[config.mk]
export PLATFORM = sky130hd
export DESIGN_NAME = seg7_readback
export DESIGN_NICKNAME = d
export VERILOG_FILES = /design/src/rtl/seg7_readback.sv
export SDC_FILE = /design/constraint.sdc
export NUM_CORES = 1
export LEC_CHECK = 0
export BUFFER_PORTS_ARGS = -buffer_cell sky130_fd_sc_hd__buf_2
export CORE_MARGIN = 2
export CORE_UTILIZATION = 29
export CTS_CLUSTER_DIAMETER = 30
export CTS_CLUSTER_SIZE = 16
export DETAILED_ROUTE_END_ITERATION = 8
export PLACE_DENSITY_LB_ADDON = 0.05
export SYNTH_ARGS = -nofsm -noshare
export SYNTH_HDL_FRONTEND = slang
export SYNTH_SLANG_ARGS = --single-unit
[constraint.sdc]
create_clock -name clk -period 4.2 [get_ports clk]
set_clock_uncertainty 0.1 [all_clocks]
set_input_delay 0.63 -clock clk [delete_from_list [all_inputs] [get_ports clk]]
set_output_delay 0.63 -clock clk [all_outputs]
set_load 0.01 [all_outputs]
[src/rtl/seg7_readback.sv]
// seg7_readback: decodes the multiplexed 7-segment bus back into digit codes and publishes whole frames.
// Optional frame watchdog is compiled in when SEG7_RB_TIMEOUT_EN is defined.
module seg7_readback #(
   parameter int DIGITS      = 4,
   parameter int STABLE_CYC  = 4,
   parameter int TIMEOUT_CYC = 65536
) (
   input  logic                clk,
   input  logic                rst,
   input  logic [6:0]          seg_i,
   input  logic [DIGITS-1:0]   sel_n_i,
   output logic [4*DIGITS-1:0] digit_o,
   output logic                frame_valid_o,
   output logic                bad_seg_o,
   output logic                stale_o
);
   localparam int RUN_W = $clog2(STABLE_CYC + 1);
   localparam logic [RUN_W-1:0] RUN_ONE = RUN_W'(32'd1);
   localparam logic [RUN_W-1:0] RUN_MAX = RUN_W'(STABLE_CYC);
   localparam logic [RUN_W-1:0] RUN_ARM = RUN_W'(STABLE_CYC - 1);

   // Returns {illegal, code}; dash decodes to 4'hA and is legal.
   function automatic logic [4:0] seg_decode(input logic [6:0] pat);
      logic [4:0] res;
      case (pat)
         7'b1000000: res = {1'b0, 4'h0};
         7'b1111001: res = {1'b0, 4'h1};
         7'b0100100: res = {1'b0, 4'h2};
         7'b0110000: res = {1'b0, 4'h3};
         7'b0011001: res = {1'b0, 4'h4};
         7'b0010010: res = {1'b0, 4'h5};
         7'b0000010: res = {1'b0, 4'h6};
         7'b1111000: res = {1'b0, 4'h7};
         7'b0000000: res = {1'b0, 4'h8};
         7'b0010000: res = {1'b0, 4'h9};
         7'b0111111: res = {1'b0, 4'hA};
         default:    res = {1'b1, 4'hF};
      endcase
      return res;
   endfunction

   function automatic logic one_low(input logic [DIGITS-1:0] sel_n);
      int unsigned n;
      n = 32'd0;
      for (int i = 0; i < DIGITS; i++) begin
         n = n + {31'd0, ~sel_n[i]};
      end
      return (n == 32'd1);
   endfunction

   logic [6:0]          r_seg;
   logic [DIGITS-1:0]   r_sel;
   logic [RUN_W-1:0]    r_run;
   logic [DIGITS-1:0]   r_seen;
   logic                r_frame_bad;
   logic [4*DIGITS-1:0] r_shadow;
   logic [4*DIGITS-1:0] r_pub;
   logic                r_pub_bad;
   logic                r_pub_stb;

   logic                w_same;
   logic                w_capture;
   logic [4:0]          w_dec;
   logic [DIGITS-1:0]   w_sel_hot;
   logic [DIGITS-1:0]   w_seen_nxt;
   logic [4*DIGITS-1:0] w_shadow_nxt;
   logic                w_done;
   logic                w_timeout;

   // Capture qualification, decode and next frame contents.
   always_comb begin
      w_same       = ({seg_i, sel_n_i} == {r_seg, r_sel});
      w_sel_hot    = ~sel_n_i;
      w_dec        = seg_decode(seg_i);
      w_capture    = w_same && (r_run == RUN_ARM) && one_low(sel_n_i);
      w_seen_nxt   = r_seen;
      w_shadow_nxt = r_shadow;
      if (w_capture) begin
         w_seen_nxt = r_seen | w_sel_hot;
         for (int i = 0; i < DIGITS; i++) begin
            if (w_sel_hot[i]) begin
               w_shadow_nxt[4*i +: 4] = w_dec[3:0];
            end else begin
               w_shadow_nxt[4*i +: 4] = r_shadow[4*i +: 4];
            end
         end
      end else begin
         w_seen_nxt   = r_seen;
         w_shadow_nxt = r_shadow;
      end
      w_done = w_capture && (&w_seen_nxt);
   end

   // Stability filter, frame assembly and publish staging.
   always_ff @(posedge clk or negedge rst) begin
      if (!rst) begin
         r_seg       <= 7'h7F;
         r_sel       <= '1;
         r_run       <= '0;
         r_seen      <= '0;
         r_frame_bad <= 1'b0;
         r_shadow    <= '0;
         r_pub       <= '0;
         r_pub_bad   <= 1'b0;
         r_pub_stb   <= 1'b0;
      end else begin
         r_seg    <= seg_i;
         r_sel    <= sel_n_i;
         r_shadow <= w_shadow_nxt;
         if (!w_same) begin
            r_run <= RUN_ONE;
         end else if (r_run != RUN_MAX) begin
            r_run <= r_run + RUN_ONE;
         end
         // A watchdog expiry drops the partial frame even if a digit lands on the same edge.
         if (w_done || w_timeout) begin
            r_seen      <= '0;
            r_frame_bad <= 1'b0;
         end else if (w_capture) begin
            r_seen      <= w_seen_nxt;
            r_frame_bad <= r_frame_bad | w_dec[4];
         end
         if (w_done) begin
            r_pub     <= w_shadow_nxt;
            r_pub_bad <= r_frame_bad | w_dec[4];
         end
         r_pub_stb <= w_done;
      end
   end

   // Registered frame outputs, held between frames.
   always_ff @(posedge clk or negedge rst) begin
      if (!rst) begin
         digit_o       <= '0;
         bad_seg_o     <= 1'b0;
         frame_valid_o <= 1'b0;
      end else begin
         frame_valid_o <= r_pub_stb;
         if (r_pub_stb) begin
            digit_o   <= r_pub;
            bad_seg_o <= r_pub_bad;
         end
      end
   end

`ifdef SEG7_RB_TIMEOUT_EN
   localparam int WD_W = $clog2(TIMEOUT_CYC + 1);
   localparam logic [WD_W-1:0] WD_ONE  = WD_W'(32'd1);
   localparam logic [WD_W-1:0] WD_LAST = WD_W'(TIMEOUT_CYC - 1);

   logic [WD_W-1:0] r_wd;

   assign w_timeout = (r_wd == WD_LAST) && !w_done;

   // Watchdog counting cycles since the last completed frame.
   always_ff @(posedge clk or negedge rst) begin
      if (!rst) begin
         r_wd    <= '0;
         stale_o <= 1'b0;
      end else begin
         if (w_done || w_timeout) begin
            r_wd <= '0;
         end else begin
            r_wd <= r_wd + WD_ONE;
         end
         if (w_timeout) begin
            stale_o <= 1'b1;
         end else if (r_pub_stb) begin
            stale_o <= 1'b0;
         end
      end
   end
`else
   // TIMEOUT_CYC has no effect in this build.
   assign w_timeout = 1'b0 & (TIMEOUT_CYC > 0);

   // Stale flag is never raised without the watchdog.
   always_ff @(posedge clk or negedge rst) begin
      if (!rst) begin
         stale_o <= 1'b0;
      end else begin
         stale_o <= 1'b0;
      end
   end
`endif

endmodule

==> metrics <==
status=finished clean; hold_ws=0.3348 ns; syn avg cell area=13.50 um^2; Post-Place Setup Slack=0.5349 ns; Critical R2R Capture=r_pub[5]; vias in the first global route=2029; clk_lat worst skew=0.33 ns; Synth cell types=58; Post-CTS Setup Bufs=0; Fill cells=1136; layout cells sized above 1=42.91%; min-delay worst type=input port to async pin; CP Launch Point=sel_n_i[0]; Cell Area, Synth=3361 um^2; post-synthesis register bit count=71; total number of vias=1985; ys flop type=dfrtp_1; final worst setup slack=0.8905 ns; RSZ-0062 raised after global routing=no; CTS tree=yes; DIE WIDTH=111.7 um; die area=12470 um^2; CP cell instances=buf_2 > fa_1 > inv_1 > ha_1 > ha_1 > nand4bb_1 > inv_1 > nand4_4 > nor3_4 > buf_4 > mux2_2; H-tree levels=3; most common cell after layout, fill and taps aside=dfrtp_1; Tcrit/Tclk final=78.80%; Row Count=39; Detail Route Antenna Nets=0; Critical Path End=r_pub[5]; Worst-Margin Slew=0.9109 ns; sequential area share after synthesis=53.28%; worst r2r path cells=6; warnings from Yosys=0; Max Fclk=302.2 MHz; dpl cell area=3558 um^2; number of synthesized flops with an enable pin=0; TNS Setup=0 ns; CTS root buf=clkbuf_16; Finished Cell Area=3850 um^2; Die Ht=111.7 um; initial antenna violation count=0; gr ovfl total=0; Worst Path Required=4.31 ns; Nets=296; crit start category=input port; Syn Nets=268; drt via density=4.671; CTS hold repair buffers=0; Pre-antenna DRT Iters=4; startpoint of the worst register-to-register path=r_seg[6]; Max FO, Critical Path=17; pwr/cell area=393.5 nW/um^2; Async SR Flop Fraction=100.0%; Initial Utilization=29.56%; first-pass GRT wire length=11.34 mm; Finish-stage setup viols=0; critical path type=input port to register; CTS clk-pin slew, worst paths=0.05 ns; TritonCTS Sinks=71; post-DP HPWL=4.519 mm; io pins=32; slowest stage delay, CP=0.53 ns; maximum clock insertion buffer count=2; reg-to-reg slack, setup=1.69 ns; I/O Buffers=30; antenna diode count=0; # DRC=0; max-slew violations=0; Max transition margin=38.81%; Initial DRC Count=64; Placeable Area=11370 um^2; Routability Congestion=0.7100; DR WL/cell=15.65 um; Critical-path top delay cell=fa_1; total power=1515 uW; Area Growth Syn to Fin=14.56%; commonest cells after routing, fill and taps aside=dfrtp_1, mux2_2, buf_2, xor2_1, dfstp_2; Cells after Synth=249; register area=1790 um^2; area of the multi-input gates=1388 um^2; Leakage=0.001826 uW; crit end category=register; Arrival @ worst endpoint=3.42 ns; Final Critical Period=3.309 ns; total CTS buffers=9; final wirelength=6.651 mm; largest net degree at the start of global routing=72; maxcap violations=0; Resized cells post-CTS=0; Total GRT Usage=11.78%; Peak VDD IR=0.1284 mV; Final Hold Viols=0
[cell families after synthesis]
kind of cell	after synthesis	synth area share, %
AOI/OAI and AO/OA	36	8.638
xor gates and xnor gates	13	3.388
adders and majority gates	6	2.457
buffers and inverters	24	5.435
DFF	71	53.28
muxes	42	14.59
other	1	0.1116
and+or+nand+nor	56	12.10
[flip-flops by register name, indices dropped and copies added, names as in the netlist]
register       cells
digit_o           16
r_pub             16
r_shadow          16
r_seg              7
r_seen             4
r_sel              4
r_run              3
bad_seg_o          1
frame_valid_o      1
r_frame_bad        1
r_pub_bad          1
r_pub_stb          1
[through the flow]
step,util (%),cells
2_1_floorplan,-,249
3_3_place_gp,31.30,409
3_5_place_dp,31.30,409
4_1_cts,33.86,425
5_1_grt,33.86,425
6_report,33.86,425
[Yosys cell counts (3+ instances only)]
cell type	number	share of area [%]
nor3_1	5	0.74
dfrtp_1	60	45
o21ba_2	8	2.4
and4_1	4	1.0
clkbuf_8	3	1.2
inv_1	9	1.0
o31ai_1	4	0.89
ha_1	5	1.9
o21ai_0	4	0.60
mux2_2	36	12
nor2_1	9	1.0
clkbuf_1	4	0.45
dfstp_2	11	8.6
mux2_4	5	2.2
nand3_1	3	0.45
xor2_1	11	2.9
o211ai_1	4	0.89
buf_4	3	0.67
nand2_1	6	0.67
nor3b_1	4	0.89
buf_6	3	1.0
[worst min-delay path by stage]
stage / to / slack (ns) / start
finish: digit_o[5] / 0.33 / rst
global route: r_sel[2] / 0.35 / sel_n_i[2]
CTS: r_sel[2] / 0.35 / sel_n_i[2]
detailed placement: r_shadow[7] / 0.38 / r_shadow[7]
global placement: r_shadow[9] / 0.38 / r_shadow[9]
floorplan: bad_seg_o / 0.23 / rst
[critical path: cells and delay by family]
kind	cells	cell delay [ns]
adder cells (fa/ha/maj)	3	0.96
buffers and inverters	4	0.70
multiplexers	1	0.37
AND/OR/NAND/NOR	3	0.74
[layout make-up]
cell class	count	area share [%]
sequential	71	46.51
multi-input combinational	154	36.04
clock buffer	12	6.402
tap	143	4.647
timing repair buffer	32	4.355
clock inverter	4	1.170
inverter	9	0.8775
[routing by layer]
metal / vias up / part of all wire [%] / track usage [%]
li1: 952 / - / -
met1: 998 / 52 / 16.72
met2: 26 / 44 / 16.81
met3: 9 / 2.5 / 2.395
met4: 0 / 2.2 / 6.420
met5: - / 0 / 0
[power by group]
part | leakage (uW) | total [uW] | internal [uW] | switching (uW)
Sequential | 0.000944 | 696 | 694 | 2.24
Combinational | 0.000736 | 75.6 | 22.2 | 53.4
Clock | 0.000146 | 743 | 473 | 270
Total | 0.00183 | 1520 | 1190 | 326
Note: power is estimated with default switching activity, not from simulation.
